==> config.mk <==
export PLATFORM = sky130hd
export DESIGN_NAME = alu_top
export DESIGN_NICKNAME = d
export VERILOG_FILES = /design/src/rtl/alu_top.sv
export SDC_FILE = /design/constraint.sdc
export NUM_CORES = 1
export LEC_CHECK = 0
export ABC_AREA = 1
export ABC_CLOCK_PERIOD_IN_PS = 800
export CAP_MARGIN = 25
export CORE_MARGIN = 3
export CORE_UTILIZATION = 35
export CTS_CLUSTER_SIZE = 25
export DETAILED_ROUTE_END_ITERATION = 7
export SLEW_MARGIN = 5
export SYNTH_ARGS = -nofsm -noshare
export SYNTH_HDL_FRONTEND = slang
export SYNTH_SLANG_ARGS = --single-unit
==> constraint.sdc <==
create_clock -name clk -period 0.8 [get_ports clk]
set_input_delay 0.16 -clock clk [delete_from_list [all_inputs] [get_ports clk]]
set_output_delay 0.16 -clock clk [all_outputs]
set_load 0.005 [all_outputs]
==> src/rtl/alu_top.sv <==
// Registered 32-bit MIPS-style execute-stage ALU with built-in ALU-control decode.
// Result, zero and illegal are updated every cycle from opcode/func_field/A/B.
module alu_top #(
  parameter int WIDTH = 32
) (
  input  logic             clk,
  input  logic             rst_n,
  input  logic [5:0]       opcode,
  input  logic [5:0]       func_field,
  input  logic [WIDTH-1:0] A,
  input  logic [WIDTH-1:0] B,
  output logic [WIDTH-1:0] result,
  output logic             zero,
  output logic             illegal
);

  typedef enum logic [3:0] {
    OP_ADD,
    OP_SUB,
    OP_AND,
    OP_OR,
    OP_XOR,
    OP_NOR,
    OP_SLT,
    OP_SLTU,
    OP_SLL,
    OP_SRL,
    OP_SRA,
    OP_LUI
  } alu_op_e;

  alu_op_e          op;
  logic             illegal_next;
  logic [WIDTH-1:0] result_next;
  logic [4:0]       shamt;
  logic             lt_signed;
  logic             lt_unsigned;

  assign shamt       = A[4:0];
  assign lt_signed   = $signed(A) < $signed(B);
  assign lt_unsigned = A < B;

  always_comb begin
    op           = OP_ADD;
    illegal_next = 1'b0;
    case (opcode)
      6'h00: begin
        case (func_field)
          6'h20, 6'h21: op = OP_ADD;
          6'h22, 6'h23: op = OP_SUB;
          6'h24:        op = OP_AND;
          6'h25:        op = OP_OR;
          6'h26:        op = OP_XOR;
          6'h27:        op = OP_NOR;
          6'h2A:        op = OP_SLT;
          6'h2B:        op = OP_SLTU;
          6'h04:        op = OP_SLL;
          6'h06:        op = OP_SRL;
          6'h07:        op = OP_SRA;
          default:      illegal_next = 1'b1;
        endcase
      end
      6'h23, 6'h2B, 6'h08, 6'h09: op = OP_ADD;
      6'h04, 6'h05:               op = OP_SUB;
      6'h0A:                      op = OP_SLT;
      6'h0B:                      op = OP_SLTU;
      6'h0C:                      op = OP_AND;
      6'h0D:                      op = OP_OR;
      6'h0E:                      op = OP_XOR;
      6'h0F:                      op = OP_LUI;
      default:                    illegal_next = 1'b1;
    endcase
  end

  always_comb begin
    result_next = '0;
    if (!illegal_next) begin
      case (op)
        OP_ADD:  result_next = A + B;
        OP_SUB:  result_next = A - B;
        OP_AND:  result_next = A & B;
        OP_OR:   result_next = A | B;
        OP_XOR:  result_next = A ^ B;
        OP_NOR:  result_next = ~(A | B);
        OP_SLT:  result_next = {{(WIDTH-1){1'b0}}, lt_signed};
        OP_SLTU: result_next = {{(WIDTH-1){1'b0}}, lt_unsigned};
        OP_SLL:  result_next = B << shamt;
        OP_SRL:  result_next = B >> shamt;
        OP_SRA:  result_next = $signed(B) >>> shamt;
        OP_LUI:  result_next = B << 16;
        default: result_next = '0;
      endcase
    end
  end

  // zero derives from result_next so it always agrees with the registered result
  always_ff @(posedge clk or negedge rst_n) begin
    if (!rst_n) begin
      result  <= '0;
      zero    <= 1'b1;
      illegal <= 1'b0;
    end else begin
      result  <= result_next;
      zero    <= (result_next == '0);
      illegal <= illegal_next;
    end
  end

endmodule

# --- Word-level counts from Yosys, hierarchy flattened ---
# Index checks and enable logic that the tools add are counted.
word_totals:
  ff_bits: 34
  wordCells: 63
classes:
  n_eq_ne: 36
  addsub: 2
  mux: 6
  n_shift: 3
  n_reduce_logical: 7
  n_bitwise: 4
  n_lt_le_gt_ge: 2
ops:
  columns: ["operator", "n"]
  rows:
  - ["case mux 32 bit (12 select lines)", 1]
  - ["== test 6 bit (second input constant)", 12]
  - ["< comparator 32 bit", 2]
  - ["== test 6 x 4 -> 1 bit (second input constant)", 8]
  - ["case mux 4 bit (10 select lines)", 1]
  - ["adder 32 bit", 1]
  - ["AND 32 bit", 1]
  - ["logical NOT 32 bit", 1]
  - ["2-to-1 mux 32 bit", 1]
  - ["NOT 32 bit", 1]
  - ["bitwise OR 32 bit", 1]
  - ["case mux 4 bit (8 select lines)", 1]
  - ["left shift 32 x 5 -> 32 bit", 1]
  - ["right shift 32 x 5 -> 32 bit", 1]
  - [">>> shifter 32 x 5 -> 32 bit", 1]
  - ["subtractor 32 bit", 1]
  - ["bitwise XOR 32 bit", 1]
  - ["== test 6 x 3 -> 1 bit (second input constant)", 5]
  - ["== test 4 x 3 -> 1 bit (second input constant)", 4]
  - ["== test 4 bit (second input constant)", 4]
  - ["OR reduction 13 bit", 1]
  - ["OR reduction 12 bit", 1]
  - ["== test 4 x 2 -> 1 bit (second input constant)", 2]
  - ["logical NOT 6 bit", 1]
  - ["5 further kinds", 6]

# --- Longest topological paths before layout ---
# Gate-level depths: netlist of the first run.
logic_depth:
  ltp_word: 8
  mapped_depth: 25
  ltp_nobuf: 22

# --- Least setup slack after synthesis of the first run ---
# OpenSTA, ideal clock, no wires.
synth_path:
  path_kind: "input-to-reg"
  from: "input port A[2]"
  to: "register zero"
  required_ps: 733
  slack_ps: -1926
  setup_ps: 67
  arrival_time_ps: 2658
  stages: 24
  cell_sequence: "buf_2 > inv_2 > buf_2 > buf_1 > ha_1 > buf_2 > inv_1 > nand2_1 > nand2_1 > and2_1 > nand3_1 > nand2_1 > nand2_1 > nand2_1 > nand2_1 > nand2_1 > nand2_1 > nand3_1 > nand3_1 > o21ai_1 > nand2_1 > nor2_1 > nand2_1 > nor2_1"
synth_between:
  elab_chain_len: 5
  word_cells_on_any_way: 14
synth_rtl:
  columns: ["element", "line", "source"]
  rows:
  - ["from (decl)", "10", "input logic [WIDTH-1:0] A,"]
  - ["branches (longest 2 deep; another with subtractor 32 bit)", null, null]
  - ["case mux 32 bit (12 select lines) *", "78", "case (op)"]
  - ["2-to-1 mux 32 bit *", "77", "if (!illegal_next) begin"]
  - ["logical NOT 32 bit *", "104", "zero <= (result_next == '0);"]
  - ["to (signal assigned)", "104", null]
  - ["to (decl)", "13", "output logic zero,"]
# Every way passes the cells marked *.

# --- Worst setup path after layout of the first run ---
layout_path:
  from: "input port A[1]"
  to: "register zero"
# Same word-level chain as after synthesis.

==> out/results.ini, run 1 <==
[floorplan]
dieArea_um2 = 40000
core_um2 = 36900
io_pins = 112
rows = 70
chipWidth_um = 200
initial_utilization_pct = 35.7
fp.dieH_um = 200

[layout]
antenna_cells = 0
syn_to_final_growth_pct = 90.1
mostFrequentLayoutCell = nand2_1
drive_gt1_share_pct = 51.2
final_nets = 3606
mostFrequentLayoutCells = nand2_1 (644), buf_4 (634), nand3_1 (390)
fillers = 3370
postLayoutCellArea_um2 = 25000

[timing]
layout_setup_ws_ps = -1640
fin_crit_ps = 2440
slew_violations = 0
finalSetupViolCount = 68
clock.fmax_mhz = 411
final_hold_viol_count = 0
max-slew-margin-rel_pct = 49.0
rsz0062_at_grt = true
finalCritPeriodShare_pct = 304
tightest_slew_ps = 765

[clock_network]
h-tree-depth = 2
cts-root-buf = clkbuf_16
cts_max_path_buffers = 2
clkTransAtPathRegs_ps = 60
cts_made_buffers = 5
clkSinkCount = 34
postCtsHoldBufs = 0
cts_tree = yes

[route]
post_drt_wl_per_cell_um = 23.4
drt_iter0_drc = 2600
drcViolationCount = 0
viasPerCell = 5.57
dr.pass1.iters = 6
ant_nets = 0
vias = 21934
routed_wirelength_um = 92200

[setup_path]
path_class = input pin to register
cp.required_ps = 1020
critPathBufInv = 3
crit_fanout = 4
cp_top_family = simple AND/OR/NAND/NOR gates
crit_path_end_kind = register
crit_path_cell_trace = buf_12, inv_2, ha_4, nand2_1, nor2_4, buf_4, nand3_1, nand3_4, xor2_4, nand3_4, nand2_4, nor2_4, nand3_2, o21ai_2, nand2_2, nor2_1, nand2_1, nor2_1
worstSetupStartpointType = input pin
critPathSlowestCell = ha_4
worstPathArrival_ps = 2660
max_stage_delay_ps = 260
cp-startpoint = A[1]

[power]
power.internal_mw = 11.6
leakage_nw = 13.2
vdd_drop_max_mv = 0.961
p_per_area_nw_per_um2 = 924
switching_share_pct = 50.0
power.share.clock_pct = 11.1
power_switching_mw = 11.5
p_seq_share_pct = 8.3
comb_power_share_pct = 80.6

[global_route]
grt_usage_pct = 43.3
met1_usage_pct = 58.3
overflow = 0
grt_antenna_before_repair = 3
grt_max_degree = 61
grt_pass1_vias = 20256
grtUsageMet2_pct = 64.7
grt-busiest-layer = met2
grt_pass1_wl_um = 128000
grtUsageMet3_pct = 8.54

[placement]
post-dp-hpwl_um = 72000
place_congestion = 1.10
place_area_um2 = 19600
portBuffers = 111
preCtsSetupSlack_ps = -2760

[status]
violations = negative setup slack
status = finished, violations left

[logic_synthesis]
synth.largest_area_cell = nand2_1
yosysSeqAreaShare_pct = 6.48
synth_top_cell_area_share_pct = 26.4
synth.net_count = 2835
synth_cell_type_count = 48
synthTopCellsByArea = nand2_1 (26%), nand3_1 (19%), inv_1 (9.9%)
syn-cell-area_um2 = 13200
syn_area_per_cell_um2 = 4.95
synthCells = 2659
synth-seq-cells = 34
yosys_warnings = 0

[min_path]
hold_path.class = input pin to asynchronous set/reset pin

[flow_run]
drv_cap = 0

cells by family after synthesis:
| kind of cell | count (synthesis) | share of synthesized area, % |
|---|---|---|
| fa+ha+maj | 98 | 9.43 |
| compound gates | 171 | 7.20 |
| flops | 34 | 6.48 |
| xor+xnor | 26 | 1.73 |
| simple gates | 1834 | 59.9 |
| buf+inv | 495 | 15.2 |
| mux | 1 | 0.0761 |
sequential cells by signal, summed over array words and instances (netlist names):
name	count
zero	1
illegal	1
result	32
cells in the mapped netlist (all sizes together):
master	n
nor4	3
nand2	932
nand3b	3
nor2	308
inv	360
nand3	507
nor3	21
xor2	25
clkbuf	41
xnor2	1
and2	5
mux2i	1
or2	2
ha	96
o21bai	14
fa	2
o21a	1
dfstp	1
buf	89
nand4	52
clkinv	5
o211ai	3
a21o	1
o22ai	1
a31oi	10
o21ai	70
a21oi	71
dfrtp	33
and3	1
per-layer routing:
layer	vias to the layer above	wire [um]
met1	10226	36700
met5	-	35
met4	6	6840
met2	1469	37900
met3	275	10800
li1	9958	-
power by group through the flow:
stage	Combinational (mW)	Clock (mW)	Sequential, mW
2_1_floorplan	6.17	0	1.97
6_report	18.6	2.57	1.92
4_1_cts	16.3	2.58	1.92
3_3_place_gp	13.5	0	1.96
3_5_place_dp	13.6	0	1.96
5_1_grt	19.5	2.65	1.94
cell type report:
type | count | area (um2) | area share (%)
Inverter | 365 | 1470 | 5.86
Sequential cell | 34 | 852 | 3.41
Tap cell | 504 | 631 | 2.52
Clock inverter | 3 | 68.8 | 0.275
Clock buffer | 5 | 125 | 0.500
Timing Repair Buffer | 894 | 7730 | 30.9
Multi-Input combinational cell | 2130 | 14100 | 56.5
worst paths after layout:
| kind | endpoint | slack (ps) | cells past startpoint |
|---|---|---|---|
| worst max-delay path | zero | -1640 | 18 |
| worst min-delay path | result[9] | 260 | 2 |
| max in group asynchronous | zero | 320 | 2 |
| min in group clk | result[2] | 510 | 7 |
repair_timing:
action | 4_1_cts | 5_1_grt
pin swaps | 252 | 222
resized for setup | 1118 | 500
endpoints found under the setup margin | 68 | 68
setup buffers | 96 | 62
gates cloned | 3 | 0
metrics by stage:
step	std cells	hold slack [ps]	power, mW	TNS [ps]	util, %
6_report	3935	257	23.1	-48820	67.8
5_1_grt	3935	277	24.0	-51650	67.8
4_1_cts	3887	261	20.8	-50900	62.6
3_5_place_dp	3791	560	15.5	-83570	53.2
3_3_place_gp	3791	553	15.5	-83070	53.2
2_1_floorplan	2659	-136	8.14	-36460	-
No activity file was read; power rests on OpenSTA's default activity.
==> inputs of run 2 (changes only) <==
- CORE_ASPECT_RATIO: not set -> 2
- SLEW_MARGIN: 5 -> not set
==> run 2 against run 1 <==
  * The flow still finishes with violations (negative setup slack)
  * Wire length up 10%
  * Utilization up 2.3 points
  * Final cell count up 0.20%
==> out/results.ini, run 2 (synthesis results as in run 1) <==
[floorplan]
chipWidth_um = 143  ; -28%
core_um2 = 36800  ; -0.23%
initial_utilization_pct = 35.8  ; +0.081 points
rows = 99  ; +41%
fp.dieH_um = 280  ; +40%
io_pins = 112  ; unchanged
dieArea_um2 = 40100  ; +0.35%

[setup_path]
crit_path_end_kind = register
worstPathArrival_ps = 2710  ; +50 ps
worstSetupStartpointType = input pin
crit_fanout = 5  ; +1
path_class = input pin to register
cp.required_ps = 1010  ; about the same

[timing]
tightest_slew_ps = 805  ; +40.8 ps
finalSetupViolCount = 68  ; unchanged
hold_slack_ps = 242  ; -15.1 ps
layout_setup_ws_ps = -1700  ; -62.8 ps
max-slew-margin-rel_pct = 46.3  ; -2.7 points
slew_violations = 0  ; unchanged
fin_crit_ps = 2500  ; +62.8 ps
final_hold_viol_count = 0  ; unchanged
clock.fmax_mhz = 400  ; -2.5%
rsz0062_at_grt = true
finalCritPeriodShare_pct = 312  ; +7.9 points

[global_route]
grt_antenna_before_repair = 2  ; -1
grt_max_degree = 63  ; +3.3%
grt_usage_pct = 48.1  ; +4.7 points
grt_pass1_wl_um = 142000  ; +11%
grt_pass1_vias = 22960  ; +13%
overflow = 0  ; unchanged

[power]
vdd_drop_max_mv = 0.934  ; -2.9%
totalPowerFinal_mw = 23.8  ; +2.9%
p_per_area_nw_per_um2 = 922  ; -0.22%
leakage_nw = 13.7  ; +3.9%

[status]
status = finished, violations left
violations = negative setup slack

[placement]
dp_cells = 3764  ; -0.71%
post-dp-hpwl_um = 77200  ; +7.1%
place_congestion = 1.15  ; +4.3%
portBuffers = 111  ; unchanged

[layout]
fillers = 3248  ; -3.6%
largest_reg_flops = 32  ; unchanged
drive_gt1_share_pct = 52.5  ; +1.3 points
mostFrequentLayoutCells = buf_4 (653), nand2_1 (639), nand3_1 (358)
stdcell_count = 3943  ; +0.20%
top_regs = result: 32 flops, illegal: 1 flops, zero: 1 flops
syn_to_final_growth_pct = 96.1
top_register = result
final_nets = 3662  ; +1.6%
mostFrequentLayoutCell = buf_4

[route]
drcViolationCount = 0  ; unchanged
routed_wirelength_um = 102000  ; +10%
dr.pass1.iters = 8  ; +2
ant_nets = 0  ; unchanged
drt_iter0_drc = 2127  ; -18%
post_drt_wl_per_cell_um = 25.8  ; +10%
vias = 22846  ; +4.2%
viasPerCell = 5.79  ; +3.9%

[flow_run]
drv_cap = 0  ; unchanged

[clock_network]
h-tree-depth = 2  ; unchanged
clkSinkCount = 34  ; unchanged
cts_made_buffers = 5  ; unchanged
clkTransAtPathRegs_ps = 60  ; about the same
cts-root-buf = clkbuf_16
postCtsHoldBufs = 0  ; unchanged
cts_max_path_buffers = 2  ; unchanged
cts_tree = yes

[min_path]
hold_path.class = input pin to asynchronous set/reset pin

[run 2: cell count changes in the layout (fill, tap and decap cells not counted), moves of 7 or more]
cell / before / now
buf_6: 121 / 146
nand3_1: 390 / 358
ha_1: 38 / 49
clkbuf_2: 29 / 21
inv_2: 116 / 93
nand3_2: 83 / 120
dlygate4sd2_1: 13 / 2
buf_2: 32 / 46
inv_1: 219 / 243
buf_12: 37 / 45
ha_2: 21 / 12
buf_4: 634 / 653
a21oi_2: 25 / 32
[run 2: worst max path at each step]
| stage | startpoint | endpoint |
|---|---|---|
| 2_1_floorplan | A[2] | zero |
| 3_3_place_gp | A[0] | zero |
| 3_5_place_dp | B[9] | zero |
| 4_1_cts | A[0] | zero |
| 5_1_grt | A[21] | zero |
| 6_report | func_field[1] | zero |
[run 2: final cells by class]
class                      count  area [um2]  share of cell area (%)
sequential                    34         852                    3.30
timing repair buffer         947        8350                    32.4
timing repair inverter         1        8.76                  0.0340
tap                          454         568                    2.20
inverter                     365        1500                    5.80
clock buffer                   5         125                   0.485
antenna                        2        5.00                  0.0194
clock inverter                 3        68.8                   0.267
multi-input combinational   2132       14300                    55.5
[run 2: worst max-delay path, cell delays in order]
cell	delay, ps
buf_2	140
inv_2	70
nor2_2	40
nand3_1	120
nand2_2	90
buf_6	120
o21ai_4	200
nand2_8	80
buf_12	150
buf_12	130
nand3_4	130
buf_6	150
nor2_1	50
nor2_2	160
nand2_2	80
nor2_4	160
nand2_1	80
o21bai_1	140
nand2_1	70
nor2_1	110
nand2_2	130
nor2_1	130
[run 2: what timing repair did]
action,in CTS,in global routing
cloned,7,3
endpoints found under the setup margin,68,68
pin swaps,250,190
resized for setup,1277,405
setup buffers,134,54
[run 2: power by group]
| group | switching [mW] | leakage, nW | internal, mW |
|---|---|---|---|
| Sequential | 0.0459 | 0.456 | 1.88 |
| Clock | 0.725 | 0.0940 | 1.79 |
| Combinational | 11.2 | 13.2 | 8.16 |
[run 2: through the flow]
stage	setup slack (ps)	util, %	instance area (um2)	TNS [ps]
finish	-1700	70.1	25800	-50210
global route	-1790	70.1	25800	-52480
CTS	-1700	66.0	24300	-53590
detailed placement	-2840	53.6	19700	-85690
global placement	-2830	53.6	19700	-84780
floorplan	-1450	-	13500	-36460
[run 2: metal layers]
metal | routed length (um) | track usage (%) | share of wire (%)
met3 | 7840 | 8.95 | 7.7
met2 | 47000 | 79.8 | 46
met5 | 0 | 0 | 0
met1 | 30900 | 46.1 | 30
met4 | 15800 | 53.6 | 16
